$ cat config.mk
export PLATFORM = sky130hd
export DESIGN_NAME = button_reader
export DESIGN_NICKNAME = d
export VERILOG_FILES = /design/src/rtl/button_pkg.sv /design/src/rtl/btn_debounce_ch.sv /design/src/rtl/button_reader.sv
export SDC_FILE = /design/constraint.sdc
export NUM_CORES = 1
export LEC_CHECK = 0
export BUFFER_PORTS_ARGS = -buffer_cell sky130_fd_sc_hd__buf_2
export CORE_UTILIZATION = 50
export CTS_CLUSTER_SIZE = 28
export DETAILED_ROUTE_END_ITERATION = 8
export HOLD_SLACK_MARGIN = 0.1
export PLACE_DENSITY = 0.68
export SLEW_MARGIN = 20
export SYNTH_ARGS = -nofsm -noshare
export SYNTH_HDL_FRONTEND = slang
export SYNTH_SLANG_ARGS = --single-unit
export TNS_END_PERCENT = 20
$ cat constraint.sdc
create_clock -name clk -period 3.1 [get_ports clk]
set_input_delay 0.465 -clock clk [delete_from_list [all_inputs] [get_ports clk]]
set_output_delay 0.465 -clock clk [all_outputs]
set_load 0.03 [all_outputs]
$ cat src/rtl/button_pkg.sv
// Shared definitions for the button reader: event encodings and field widths.
package button_pkg;

   localparam int unsigned EVT_W = 5;
   localparam int unsigned CH_W  = 3;

   // Event type field, upper two bits of an event word
   typedef enum logic [1:0] {
      EvtPress   = 2'b00,
      EvtRelease = 2'b01,
      EvtLong    = 2'b10,
      EvtRsvd    = 2'b11
   } evt_type_e;

endpackage

$ cat src/rtl/btn_debounce_ch.sv
// One push-button channel: 2-flop synchronizer, debounce counter, edge pulses and
// optional long-press detection (enabled by defining BTN_LONG_PRESS_EN).
module btn_debounce_ch
   import button_pkg::*;
#(
   parameter int unsigned DEBOUNCE_CYCLES = 50000,
   parameter int unsigned LONG_CYCLES     = 50000000
) (
   input  logic clk,
   input  logic rst,
   input  logic btn_raw,
   output logic state,
   output logic press_pulse,
   output logic rel_pulse,
   output logic long_pulse
);

   localparam int unsigned DB_W = $clog2(DEBOUNCE_CYCLES);
   localparam logic [DB_W-1:0] DB_LAST = DB_W'(DEBOUNCE_CYCLES - 1);
   localparam logic [DB_W-1:0] DB_ONE  = DB_W'(1);

   logic            sync_q1;
   logic            sync_q2;
   logic [DB_W-1:0] db_cnt_q;
   logic            state_q;
   logic            press_q;
   logic            rel_q;
   logic            toggle;

   // The debounced level flips on the last of DEBOUNCE_CYCLES differing samples
   assign toggle = (sync_q2 != state_q) && (db_cnt_q == DB_LAST);

   // Synchronize, count disagreeing samples, flip the level and emit edge pulses
   always_ff @(posedge clk) begin
      if (rst) begin
         sync_q1  <= 1'b0;
         sync_q2  <= 1'b0;
         db_cnt_q <= '0;
         state_q  <= 1'b0;
         press_q  <= 1'b0;
         rel_q    <= 1'b0;
      end else begin
         sync_q1 <= btn_raw;
         sync_q2 <= sync_q1;
         if ((sync_q2 == state_q) || toggle) begin
            db_cnt_q <= '0;
         end else begin
            db_cnt_q <= db_cnt_q + DB_ONE;
         end
         if (toggle) begin
            state_q <= ~state_q;
         end
         press_q <= toggle && !state_q;
         rel_q   <= toggle && state_q;
      end
   end

   assign state       = state_q;
   assign press_pulse = press_q;
   assign rel_pulse   = rel_q;

`ifdef BTN_LONG_PRESS_EN
   localparam int unsigned LG_W = $clog2(LONG_CYCLES + 1);
   localparam logic [LG_W-1:0] LG_LAST = LG_W'(LONG_CYCLES - 1);
   localparam logic [LG_W-1:0] LG_DONE = LG_W'(LONG_CYCLES);
   localparam logic [LG_W-1:0] LG_ONE  = LG_W'(1);

   logic [LG_W-1:0] long_cnt_q;
   logic            long_q;

   // Count pressed cycles; fire once, then park at LG_DONE until release.
   // A cycle that flips the level never fires, so long and release cannot coincide.
   always_ff @(posedge clk) begin
      if (rst) begin
         long_cnt_q <= '0;
         long_q     <= 1'b0;
      end else begin
         long_q <= 1'b0;
         if (!state_q || toggle) begin
            long_cnt_q <= '0;
         end else if (long_cnt_q == LG_LAST) begin
            long_q     <= 1'b1;
            long_cnt_q <= LG_DONE;
         end else if (long_cnt_q != LG_DONE) begin
            long_cnt_q <= long_cnt_q + LG_ONE;
         end
      end
   end

   assign long_pulse = long_q;
`else
   if (LONG_CYCLES == 0) begin : g_long_chk
      $error("LONG_CYCLES must be at least 1");
   end

   assign long_pulse = 1'b0;
`endif

endmodule

$ cat src/rtl/button_reader.sv
// Debounced multi-button reader with per-channel pending slots, a lowest-index
// arbiter and an event FIFO. Long-press events exist only with BTN_LONG_PRESS_EN.
module button_reader
   import button_pkg::*;
#(
   parameter int unsigned NUM_BTN         = 6,
   parameter int unsigned DEBOUNCE_CYCLES = 50000,
   parameter int unsigned LONG_CYCLES     = 50000000,
   parameter int unsigned FIFO_DEPTH      = 4
) (
   input  logic               clk,
   input  logic               rst,
   input  logic [NUM_BTN-1:0] btn_in,
   output logic [NUM_BTN-1:0] btn_state,
   output logic [NUM_BTN-1:0] btn_press,
   output logic [NUM_BTN-1:0] btn_release,
   output logic [NUM_BTN-1:0] btn_long,
   output logic               evt_valid,
   output logic [EVT_W-1:0]   evt_data,
   input  logic               evt_ready,
   output logic               evt_overflow,
   input  logic               evt_ovf_clr
);

   localparam int unsigned AW = $clog2(FIFO_DEPTH);
   localparam logic [AW:0] FULL_CNT = (AW + 1)'(FIFO_DEPTH);
   localparam logic [AW:0] PTR_ONE  = (AW + 1)'(1);

   if ((NUM_BTN == 0) || (NUM_BTN > 8)) begin : g_num_chk
      $error("NUM_BTN must be in 1..8");
   end
   if (DEBOUNCE_CYCLES < 2) begin : g_deb_chk
      $error("DEBOUNCE_CYCLES must be at least 2");
   end
   if ((FIFO_DEPTH < 2) || ((FIFO_DEPTH & (FIFO_DEPTH - 1)) != 0)) begin : g_depth_chk
      $error("FIFO_DEPTH must be a power of two, at least 2");
   end

   for (genvar g = 0; g < NUM_BTN; g++) begin : g_ch
      btn_debounce_ch #(
         .DEBOUNCE_CYCLES (DEBOUNCE_CYCLES),
         .LONG_CYCLES     (LONG_CYCLES)
      ) u_ch (
         .clk         (clk),
         .rst         (rst),
         .btn_raw     (btn_in[g]),
         .state       (btn_state[g]),
         .press_pulse (btn_press[g]),
         .rel_pulse   (btn_release[g]),
         .long_pulse  (btn_long[g])
      );
   end

   logic [NUM_BTN-1:0] pend_vld_q;
   evt_type_e          pend_type_q [NUM_BTN];
   logic [NUM_BTN-1:0] pulse_any;
   evt_type_e          pulse_type [NUM_BTN];
   logic               arb_hit;
   logic [NUM_BTN-1:0] arb_sel;
   logic [EVT_W-1:0]   arb_data;
   logic [NUM_BTN-1:0] take;
   logic               ovf_set;

   logic [EVT_W-1:0]   mem_q [FIFO_DEPTH];
   logic [AW:0]        wr_ptr_q;
   logic [AW:0]        rd_ptr_q;
   logic [AW:0]        fifo_cnt;
   logic               full;
   logic               push;
   logic               pop;

   // Classify each channel's pulse; at most one pulse per channel per cycle
   always_comb begin
      for (int i = 0; i < NUM_BTN; i++) begin
         pulse_any[i] = btn_press[i] | btn_release[i] | btn_long[i];
         if (btn_long[i]) begin
            pulse_type[i] = EvtLong;
         end else if (btn_release[i]) begin
            pulse_type[i] = EvtRelease;
         end else begin
            pulse_type[i] = EvtPress;
         end
      end
   end

   // Pick the lowest-index pending slot; scanning downward lets the lowest win
   always_comb begin
      arb_hit  = 1'b0;
      arb_sel  = '0;
      arb_data = '0;
      for (int i = NUM_BTN - 1; i >= 0; i--) begin
         if (pend_vld_q[i]) begin
            arb_hit    = 1'b1;
            arb_sel    = '0;
            arb_sel[i] = 1'b1;
            arb_data   = {pend_type_q[i], CH_W'(i)};
         end
      end
   end

   assign fifo_cnt  = wr_ptr_q - rd_ptr_q;
   assign full      = (fifo_cnt == FULL_CNT);
   assign evt_valid = (fifo_cnt != '0);
   assign pop       = evt_valid && evt_ready;
   // A pop frees a slot in the same cycle, so a full FIFO still accepts a push
   assign push      = arb_hit && (!full || pop);
   assign take      = push ? arb_sel : '0;
   // Only a pulse landing on a slot that is not leaving this cycle loses an event
   assign ovf_set   = |(pulse_any & pend_vld_q & ~take);
   assign evt_data  = evt_valid ? mem_q[rd_ptr_q[AW-1:0]] : '0;

   // Pending slots: a new pulse overwrites, otherwise the slot empties when pushed
   always_ff @(posedge clk) begin
      if (rst) begin
         pend_vld_q <= '0;
         for (int i = 0; i < NUM_BTN; i++) begin
            pend_type_q[i] <= EvtPress;
         end
      end else begin
         for (int i = 0; i < NUM_BTN; i++) begin
            if (pulse_any[i]) begin
               pend_vld_q[i]  <= 1'b1;
               pend_type_q[i] <= pulse_type[i];
            end else if (take[i]) begin
               pend_vld_q[i] <= 1'b0;
            end
         end
      end
   end

   // Sticky overflow flag; a new overflow beats a simultaneous clear
   always_ff @(posedge clk) begin
      if (rst) begin
         evt_overflow <= 1'b0;
      end else if (ovf_set) begin
         evt_overflow <= 1'b1;
      end else if (evt_ovf_clr) begin
         evt_overflow <= 1'b0;
      end
   end

   // FIFO pointers carry one extra wrap bit to tell full from empty
   always_ff @(posedge clk) begin
      if (rst) begin
         wr_ptr_q <= '0;
         rd_ptr_q <= '0;
      end else begin
         if (push) begin
            wr_ptr_q <= wr_ptr_q + PTR_ONE;
         end
         if (pop) begin
            rd_ptr_q <= rd_ptr_q + PTR_ONE;
         end
      end
   end

   // FIFO storage; contents are masked at the output while empty
   always_ff @(posedge clk) begin
      if (push) begin
         mem_q[wr_ptr_q[AW-1:0]] <= arb_data;
      end
   end

endmodule

==> impl_results.md <==
* Synth Instances at 724
* Hold path startpoint: btn_in[1]
* Required time of the critical path at ~2.6 ns
* Vias/cell at 5.15
* Gate power share at 6.6%
* IO buf count at 33
* Total CTS buffers at 17
* Setup violators final at 0
* PD cells at 619 nW/um^2
* Skew final at about 0.0058 ns
* Syn_area_per_cell at 9.55 um^2
* Initial antenna violation count at 0
* Via total after detailed routing at 4786
* Status: complete, no violations
* CP max stage cell: dfxtp_1
* Top cell type's share of synthesized area at 40.8%
* Post-Syn Area at 6910 um^2
* Max VDD drop at around 0.42 mV
* GPL Wtd Cong at approximately 0.84
* Leakage power at 2.82 nW
* Die Ht at around 120 um
* Worst r2r src: wr_ptr_q[0]
* Post-synth EDFFs at 22
* Core area at ~13000 um^2
* CTS root buf: clkbuf_16
* Layout Utilization at between 50 and 60%
* Grt ovf at 0
* Hold_buf cts at 0
* FILL cells at 1123
* Post-synth cell types at 43
* Total Routing Usage GR at between 10% and 20%
* Pin count of the biggest net entering global routing at 31
* Kind of start point of the critical path: register
* Area grow syn2layout at 11.8%
* Synth Register Bits at approximately 160
* Switch share at 22.5%
* Drt pass-1 iters at 4
* Clock Tree Buf Depth at 2
* Share of cells above drive strength 1 at under 10%
* Initial core utilization at 51.8%
* Crit-path most repeated cell: nor2b_1
* Hold WC Path Type: in -> reg
* Fin nets at 764
* Sequential power share at approximately 46%
* Die area at 14300 um^2
* Post-CTS setup buffers at 0
* Max Transition Viols Final at 0
* Sequential element share of the synthesized area at 50.4%
* Fin crit share at 82.8%
* Clock share of power at 47.5%
* Slew HR at between 50% and 60%
* Final TNS setup at 0 ns
* CP Max Fanout at 5
* Setup WS pre-CTS at approximately 0.93 ns
* Hold Vio Cnt, Final at 0
* H-tree Lvls at 4
* Cell accounting for the most synthesized area: dfxtp_1
* Synth async-reset ratio at 0%
* CP endpoint kind: output port
* Top post-synthesis cells by area: dfxtp_1 41%, edfxtp_1 9.6%, nor2_1 7.8%
* DRT Wirelength at 12300 um
* Sink count of the clock tree at 163
* Row cnt at 42
* Net Switching at 0.00108 W
* FMAX at between 300 and 400 MHz
* Post-CTS Resized at 0
* CP Cell Sequence: inv_1, ha_1, nor2b_1, xnor2_1, nor2_1, nor2b_1, buf_2
* Vias in the first global route at ~4600
* Final setup margin at 0.534 ns
* CP arrival at 2.10 ns
* Critical Path Max Stage Delay at 0.39 ns
* Max Cap Viol at 0
* CTS clock-pin slew for the worst setup and hold paths at roughly 0.060 ns
* Internal Power at 0.00371 W
* Worst Max-Slew Pin Slew at 0.623 ns
* CTS tree: done
* Num ports at 41
* Wire per inst at roughly 13 um
* Synth Flop Type: dfxtp_1
* Remaining antenna violation count after routing at 0
* Fin crit period at 2.57 ns
* Die width at ~120 um
* Crit Path Class: reg -> out
* DRT iter0 DRCs at 262
* First-pass GRT wire length at 20900 um
* RSZ-0062 raised after global routing: false
* CP startpoint: wr_ptr_q[0]
* DP HPWL at 8620 um
* Synth warnings at 0
* DRC Markers at 0
* Clock Latency Late Sink at between 0.4 and 0.5 ns
* Antenna Cells at 0
-- per-stage QoR --
stage	power (W)	hold WS (ns)	instance area [um^2]	cells
finish	0.00478	0.254	7730	930
CTS	0.00482	0.240	7730	930
global route	0.00495	0.242	7730	930
detailed placement	0.00256	0.425	7070	898
floorplan	0.00249	0.412	6930	730
global placement	0.00255	0.420	7070	898
-- routing by layer --
layer	vias to the layer above	share of wire (%)	GRT usage, %
met4	0	1.1	5.94
li1	2443	-	-
met2	64	48	30.6
met3	12	4.3	6.18
met1	2267	46	22.7
met5	-	0	0
-- worst paths after layout --
check,to,slack [ns],depth (start not counted)
max,evt_data[3],0.53,7
min,g_ch[1].u_ch.sync_q1,0.25,2
max reg2reg,mem_q[3][2],0.92,6
min reg2reg,g_ch[1].u_ch.sync_q2,0.44,1
-- power by group through the flow --
| stage | combinational, W | clock [W] | sequential (W) |
|---|---|---|---|
| 6_report | 0.000318 | 0.00227 | 0.00219 |
| 5_1_grt | 0.000350 | 0.00240 | 0.00220 |
| 4_1_cts | 0.000322 | 0.00231 | 0.00219 |
| 3_5_place_dp | 0.000320 | 0 | 0.00224 |
| 3_3_place_gp | 0.000313 | 0 | 0.00224 |
| 2_1_floorplan | 0.000257 | 0 | 0.00223 |
-- layout by cell type (no fill, tap or decap), types with 2 or more instances in the layout --
master	synthesis	final
a21oi_1	10	10
and2_1	8	8
and3_1	26	26
and3b_1	2	2
and4_1	6	6
buf_2	0	33
buf_4	25	3
bufinv_16	0	3
clkbuf_16	0	20
clkinv_1	0	2
clkinv_4	0	3
conb_1	1	7
dfxtp_1	141	141
edfxtp_1	22	22
ha_1	13	13
inv_1	16	16
mux2i_1	8	8
mux4_2	4	4
nand2_1	38	38
nand2b_1	4	4
nand3_1	28	28
nand4_1	18	18
nor2_1	144	144
nor2b_1	27	27
nor3_1	18	18
nor4_1	5	5
nor4b_1	11	11
nor4bb_1	2	2
o211ai_1	2	2
o21ai_0	9	9
o31ai_1	3	3
or3_1	8	8
xnor2_1	52	52
xor2_1	42	42
-- cells by family (layout without fill, tap and decap cells) --
group	after synthesis	in the layout	synth area share, %
multiplexers	12	12	2.46
XOR/XNOR	94	94	11.9
other	1	7	0.0543
flip-flops	163	163	50.4
adder cells (fa/ha/maj)	13	13	2.35
buffers and inverters	60	84	4.83
AND/OR/NAND/NOR	351	351	25.4
AO/OA/AOI/OAI	30	30	2.61
-- flip-flops by register name (all words and copies together) (netlist names), named ones only --
register	flops
wr_ptr_q	3
g_ch.u_ch.rel_pulse	6
g_ch.u_ch.press_pulse	6
g_ch.u_ch.db_cnt_q	96
rd_ptr_q	3
g_ch.u_ch.sync_q1	6
evt_overflow	1
pend_type_q	6
mem_q	16
pend_vld_q	6
g_ch.u_ch.sync_q2	6
g_ch.u_ch.state	6
-- synthesized netlist by cell type (3+ instances only) --
master / instances
a21oi_1: 10
and2_1: 8
and3_1: 26
and4_1: 6
buf_4: 25
clkbuf_1: 17
dfxtp_1: 141
edfxtp_1: 22
ha_1: 13
inv_1: 16
mux2i_1: 8
mux4_2: 4
nand2_1: 38
nand2b_1: 4
nand3_1: 28
nand4_1: 18
nor2_1: 144
nor2b_1: 27
nor3_1: 18
nor4_1: 5
nor4b_1: 11
o21ai_0: 9
o31ai_1: 3
or3_1: 8
xnor2_1: 52
xor2_1: 42
-- critical path, delay by kind of cell (launching register included) --
family                     cells  cell delay (ns)
xor gates and xnor gates       1             0.31
adders and majority gates      1             0.20
buffers and inverters          2             0.31
DFF                            1             0.39
and+or+nand+nor                3             0.46
-- layout make-up --
| cell class | count | area [um^2] | area share (%) |
|---|---|---|---|
| clock inverters | 10 | 140 | 1.81 |
| flip-flops and latches | 163 | 3480 | 45.1 |
| multi-input cells | 507 | 3120 | 40.3 |
| repair buffers | 36 | 188 | 2.43 |
| well taps | 176 | 220 | 2.85 |
| inverters | 16 | 60.1 | 0.777 |
| clock buffers | 22 | 518 | 6.70 |
Note: power is estimated with default switching activity, not from simulation.
